==> config.mk <==
export PLATFORM = sky130hd
export DESIGN_NAME = bcd_conv_arbiter
export DESIGN_NICKNAME = d
export VERILOG_FILES = /design/src/rtl/bcd_conv_arbiter.sv
export SDC_FILE = /design/constraint.sdc
export NUM_CORES = 1
export LEC_CHECK = 0
export ABC_CLOCK_PERIOD_IN_PS = 1650
export BUFFER_PORTS_ARGS = -buffer_cell sky130_fd_sc_hd__buf_2
export CAP_MARGIN = 10
export CORE_MARGIN = 1
export CORE_UTILIZATION = 40
export DETAILED_ROUTE_END_ITERATION = 8
export PLACE_DENSITY = 0.69
export SLEW_MARGIN = 20
export SYNTH_ARGS = -nofsm -noshare
export SYNTH_HDL_FRONTEND = slang
export SYNTH_SLANG_ARGS = --single-unit
==> constraint.sdc <==
create_clock -name clk -period 1.65 [get_ports clk]
set_input_delay 0.165 -clock clk [delete_from_list [all_inputs] [get_ports clk]]
set_output_delay 0.165 -clock clk [all_outputs]
set_load 0.01 [all_outputs]
==> src/rtl/bcd_conv_arbiter.sv <==
// bcd_conv_arbiter
//   Two requesters share one serial double-dabble binary-to-BCD converter.
//   A round-robin arbiter grants one requester from IDLE and latches its
//   8-bit operand. SHIFT then runs eight add-3/shift steps, and DONE pulses
//   ack to the served requester for one cycle. Each conversion takes
//   10 cycles from grant to the next possible grant.
//
// Optional feature (macro BCD_CLAMP99_EN):
//   When this macro is defined, results above 99 load 0/9/9 and raise
//   overflow. When it is undefined, the three-digit result is always exact
//   and overflow is tied low.
//
// Ports
//   clk        : clock; all state changes on the rising edge
//   reset      : synchronous, active-high
//   req[1:0]   : level requests, bit i = requester i
//   data0/1    : 8-bit binary operands of requester 0 / 1
//   ack[1:0]   : one-cycle completion pulse to the served requester
//   busy       : high in SHIFT and DONE
//   res_owner  : requester whose result is on the digit outputs
//   dig_hund/dig_tens/dig_ones : BCD result digits
//   overflow   : clamp indicator (always 0 unless BCD_CLAMP99_EN)
module bcd_conv_arbiter (
  input  logic       clk,
  input  logic       reset,
  input  logic [1:0] req,
  input  logic [7:0] data0,
  input  logic [7:0] data1,
  output logic [1:0] ack,
  output logic       busy,
  output logic       res_owner,
  output logic [3:0] dig_hund,
  output logic [3:0] dig_tens,
  output logic [3:0] dig_ones,
  output logic       overflow
);

  typedef enum logic [1:0] {
    IDLE  = 2'd0,
    SHIFT = 2'd1,
    DONE  = 2'd2
  } state_t;

  state_t      state_r, state_s;
  logic        owner_r;        // requester currently being converted
  logic        last_r;         // requester served most recently
  logic [7:0]  op_r;           // operand shift register
  logic [11:0] bcd_r;          // BCD accumulator: hundreds/tens/ones
  logic [3:0]  cnt_r;          // completed shift steps
  logic        grant_s;
  logic        grant_owner_s;
  logic        last_shift_s;
  logic [11:0] bcd_adj_s;
  logic [11:0] bcd_shift_s;
  logic [7:0]  op_shift_s;

  logic [1:0]  ack_r;
  logic        busy_r;
  logic        res_owner_r;
  logic [3:0]  dig_hund_r, dig_tens_r, dig_ones_r;

  // Double-dabble correction: add 3 to a nibble of 5 or more before shifting.
  function automatic logic [3:0] dabble(input logic [3:0] nib);
    if (nib >= 4'd5) begin
      return nib + 4'd3;
    end else begin
      return nib;
    end
  endfunction

  // Next-state logic, round-robin grant, and last-shift detection.
  always_comb begin
    state_s       = state_r;
    grant_s       = 1'b0;
    grant_owner_s = 1'b0;
    last_shift_s  = 1'b0;
    case (state_r)
      IDLE: begin
        if (req != 2'b00) begin
          grant_s = 1'b1;
          state_s = SHIFT;
          // With both requests high, serve the requester not served last.
          if (req == 2'b11) begin
            grant_owner_s = ~last_r;
          end else begin
            grant_owner_s = req[1];
          end
        end else begin
          state_s = IDLE;
        end
      end
      SHIFT: begin
        if (cnt_r == 4'd7) begin
          last_shift_s = 1'b1;
          state_s      = DONE;
        end else begin
          state_s = SHIFT;
        end
      end
      DONE:    state_s = IDLE;
      default: state_s = IDLE;
    endcase
  end

  // One double-dabble step; the hundreds nibble never exceeds 2, so it needs no correction.
  always_comb begin
    bcd_adj_s = {bcd_r[11:8], dabble(bcd_r[7:4]), dabble(bcd_r[3:0])};
    {bcd_shift_s, op_shift_s} = {bcd_adj_s, op_r} << 5'd1;
  end

  // State register.
  always_ff @(posedge clk) begin
    if (reset) begin
      state_r <= IDLE;
    end else begin
      state_r <= state_s;
    end
  end

  // Converter datapath: latch at grant, then shift during SHIFT.
  always_ff @(posedge clk) begin
    if (reset) begin
      owner_r <= 1'b0;
      last_r  <= 1'b1;   // requester 0 wins the first tie after reset
      op_r    <= 8'd0;
      bcd_r   <= 12'd0;
      cnt_r   <= 4'd0;
    end else if (grant_s) begin
      owner_r <= grant_owner_s;
      last_r  <= grant_owner_s;
      op_r    <= grant_owner_s ? data1 : data0;
      bcd_r   <= 12'd0;
      cnt_r   <= 4'd0;
    end else if (state_r == SHIFT) begin
      bcd_r   <= bcd_shift_s;
      op_r    <= op_shift_s;
      cnt_r   <= cnt_r + 4'd1;
    end else begin
      bcd_r   <= bcd_r;
      op_r    <= op_r;
      cnt_r   <= cnt_r;
    end
  end

  // Handshake outputs: ack is high only in DONE; busy spans grant through DONE.
  always_ff @(posedge clk) begin
    if (reset) begin
      ack_r  <= 2'b00;
      busy_r <= 1'b0;
    end else begin
      ack_r <= 2'b00;
      if (last_shift_s) begin
        ack_r <= owner_r ? 2'b10 : 2'b01;
      end else begin
        ack_r <= 2'b00;
      end
      if (grant_s) begin
        busy_r <= 1'b1;
      end else if (state_r == DONE) begin
        busy_r <= 1'b0;
      end else begin
        busy_r <= busy_r;
      end
    end
  end

`ifdef BCD_CLAMP99_EN
  logic overflow_r;

  // Result registers with two-digit clamping; loaded only on the final shift.
  always_ff @(posedge clk) begin
    if (reset) begin
      res_owner_r <= 1'b0;
      dig_hund_r  <= 4'd0;
      dig_tens_r  <= 4'd0;
      dig_ones_r  <= 4'd0;
      overflow_r  <= 1'b0;
    end else if (last_shift_s) begin
      res_owner_r <= owner_r;
      if (bcd_shift_s[11:8] != 4'd0) begin
        dig_hund_r <= 4'd0;
        dig_tens_r <= 4'd9;
        dig_ones_r <= 4'd9;
        overflow_r <= 1'b1;
      end else begin
        dig_hund_r <= 4'd0;
        dig_tens_r <= bcd_shift_s[7:4];
        dig_ones_r <= bcd_shift_s[3:0];
        overflow_r <= 1'b0;
      end
    end else begin
      overflow_r <= overflow_r;
    end
  end

  assign overflow = overflow_r;
`else
  // Result registers holding the exact three-digit result; loaded only on the final shift.
  always_ff @(posedge clk) begin
    if (reset) begin
      res_owner_r <= 1'b0;
      dig_hund_r  <= 4'd0;
      dig_tens_r  <= 4'd0;
      dig_ones_r  <= 4'd0;
    end else if (last_shift_s) begin
      res_owner_r <= owner_r;
      dig_hund_r  <= bcd_shift_s[11:8];
      dig_tens_r  <= bcd_shift_s[7:4];
      dig_ones_r  <= bcd_shift_s[3:0];
    end else begin
      res_owner_r <= res_owner_r;
    end
  end

  assign overflow = 1'b0;
`endif

  assign ack       = ack_r;
  assign busy      = busy_r;
  assign res_owner = res_owner_r;
  assign dig_hund  = dig_hund_r;
  assign dig_tens  = dig_tens_r;
  assign dig_ones  = dig_ones_r;

endmodule
==> qor.csv <==
metric,value,unit
status,completed,
antenna violations before repair,0,
Power Dens Cells,872,nW/µm²
Avg Inst Size Synth,8.53,µm²
Fillers,434,
WS Path Type,reg2reg,
Synthesized Nets,240,
min Tclk post-route,1550,ps
instance count of the mapped netlist,215,
postcts setup bufs,0,
Worst setup EP type,flip-flop,
Multi-input gate area,881,µm²
Slew HR,0.669,
Place WS,72.9,ps
worst skew pair latency,280,ps
sequential share of the synthesized area,0.470,
first-pass GRT wire length,6530,µm
TritonCTS clock tree,yes,
Crit path largest cell delay,360,ps
ratio of cells with drive above 1 in the final layout,0.215,
largest net degree at the start of global routing,18,
Required @ worst endpoint,1870,ps
final antenna-violating net count,0,
R2R setup slack,100,ps
dominant synthesized flop cell,dfxtp_1,
routed len/inst,12.8,µm
CP arrival,1760,ps
final clock skew,3.82,ps
synth unique cells,37,
floorplan row count,24,
max-slew violation count,0,
clock-pin slew on the worst setup and hold paths,70,ps
DP HPWL,2770,µm
peak supply drop,401,µV
Post-Place Cells,297,
synthesized cell area,1830,µm²
TNS Setup,0,ps
clk buf depth,2,
DR vias,1610,
Die X,69.7,µm
CP max stage cell,mux2_2,
CTS H-tree lvls,2,
Sequential cell area,861,µm²
Initial DRT Pass Iterations,4,
Final Worst Setup Slack,105,ps
"commonest non-fill, non-tap cell in the layout",dfxtp_1,
Core Region,4380,µm²
Placer Congestion,0.755,
crit-path cells,inv_1 -> ha_1 -> nand2b_1 -> a21oi_2 -> mux2_2 -> o22ai_1,
number of buffers added on ports,35,
drt via density,5.31,
GRT Total Usage,0.169,
Least-Margin Pin Slew,495,ps
max cap viols,0,
number of remaining DRC errors,0,
die area,4860,µm²
Starting Density,0.418,
Clock Sinks,43,
fin crit share,0.937,
fraction of registers with async set/reset,0,
worst min-delay path class,in2reg,
IO Count,37,
fmax,647,MHz
Post-synth EDFFs,0,
1st-iter DRT viols,79,
CTS root buf,clkbuf_8,
Final #Nets,277,
# diodes,0,
"flops & latches, synth",43,
CP startpoint kind,flip-flop,
Pleak,0.868,nW
vias in the first global route,1493,
YS warnings,0,
Num CTS Buffers,5,
GR Overflow Total,0,
CP max FO,5,
"commonest cells after routing, fill and taps aside","dfxtp_1 (43), nand2_1 (39), buf_2 (35), nor2_1 (23), a21oi_1 (15)",
fin cells,303,
P&R area growth vs syn,17.3,%
final-report hold violation count,0,
chip height,69.7,µm
Final Setup Violations,0,
drt total wl,3870,µm
## cell type report
type | instances | share of cell area
timing repair buffer | 42 | 0.112
multi-input combinational | 152 | 0.410
inverter | 8 | 0.0140
tap | 52 | 0.0303
clock buffer | 6 | 0.0338
sequential | 43 | 0.400
## state kept, by name, summed over array words and instances, names as in the netlist, 2 cells and up
name,cells
dig_hund,4
state_r,2
dig_tens,4
dig_ones,4
ack,2
op_r,8
bcd_r,11
cnt_r,4
## where the power goes
group / leakage (nW) / total (mW) / switching, mW / internal (mW)
Combinational: 0.482 / 0.188 / 0.104 / 0.0844
Sequential: 0.349 / 1.09 / 0.0209 / 1.07
Clock: 0.0371 / 0.598 / 0.316 / 0.282
Total: 0.868 / 1.88 / 0.441 / 1.43
## per-stage QoR
step	hold WS [ps]	util	power [mW]	area, µm²
6_report	121	0.490	1.88	2150
5_1_grt	130	0.490	1.96	2150
4_1_cts	115	0.489	1.90	2140
3_5_place_dp	424	0.472	1.30	2070
3_3_place_gp	422	0.472	1.30	2070
2_1_floorplan	310	-	1.23	1830
## cells in the mapped netlist, types with 3 or more instances
| master | number | share of area |
|---|---|---|
| nor3b_1 | 3 | 0.012 |
| nand3_1 | 4 | 0.011 |
| dfxtp_1 | 43 | 0.47 |
| a221oi_1 | 7 | 0.033 |
| clkbuf_1 | 4 | 0.0082 |
| nand2_1 | 39 | 0.080 |
| a21oi_1 | 17 | 0.046 |
| o21ai_0 | 7 | 0.019 |
| xnor2_1 | 3 | 0.014 |
| buf_4 | 3 | 0.012 |
| buf_2 | 4 | 0.011 |
| ha_1 | 5 | 0.034 |
| nor2_1 | 23 | 0.047 |
| a211oi_1 | 10 | 0.041 |
| o22ai_1 | 8 | 0.027 |
| inv_1 | 8 | 0.016 |
## timing repair
action,in CTS,in global routing
setup endpoints to repair,0,3
gates resized for setup,0,2
hold buffers,0,0
## cells by family (layout without fill, tap and decap cells)
family	count (synthesis)	count (layout)	synth area share
other	1	1	0.00205
DFF	43	43	0.470
adders and majority gates	5	5	0.0341
muxes	3	3	0.0177
and+or+nand+nor	82	82	0.197
AOI/OAI and AO/OA	56	56	0.202
buffers and inverters	20	56	0.0539
xor gates and xnor gates	5	5	0.0239
## layer usage
metal	vias to the layer above	track usage	routed length, µm
met5	-	0	0
met4	0	0.0711	60
met3	5	0.0320	99
met2	18	0.285	1840
met1	771	0.211	1870
li1	816	-	-
## critical path, delay by kind of cell, from the launching register on
family / cells / cell delay [ps]
buf+inv: 1 / 90
flops: 1 / 340
simple gates: 1 / 100
compound gates: 2 / 350
mux: 1 / 360
fa+ha+maj: 1 / 230
## worst paths after layout
kind                               endpoint     start  cells past startpoint
worst max-delay path            dig_ones[2]  bcd_r[0]                      6
worst min-delay path                op_r[5]  data0[5]                      3
worst max register to register  dig_ones[2]  bcd_r[0]                      6
worst min register to register       ack[0]   owner_r                      1
Note: power is estimated with default switching activity, not from simulation.
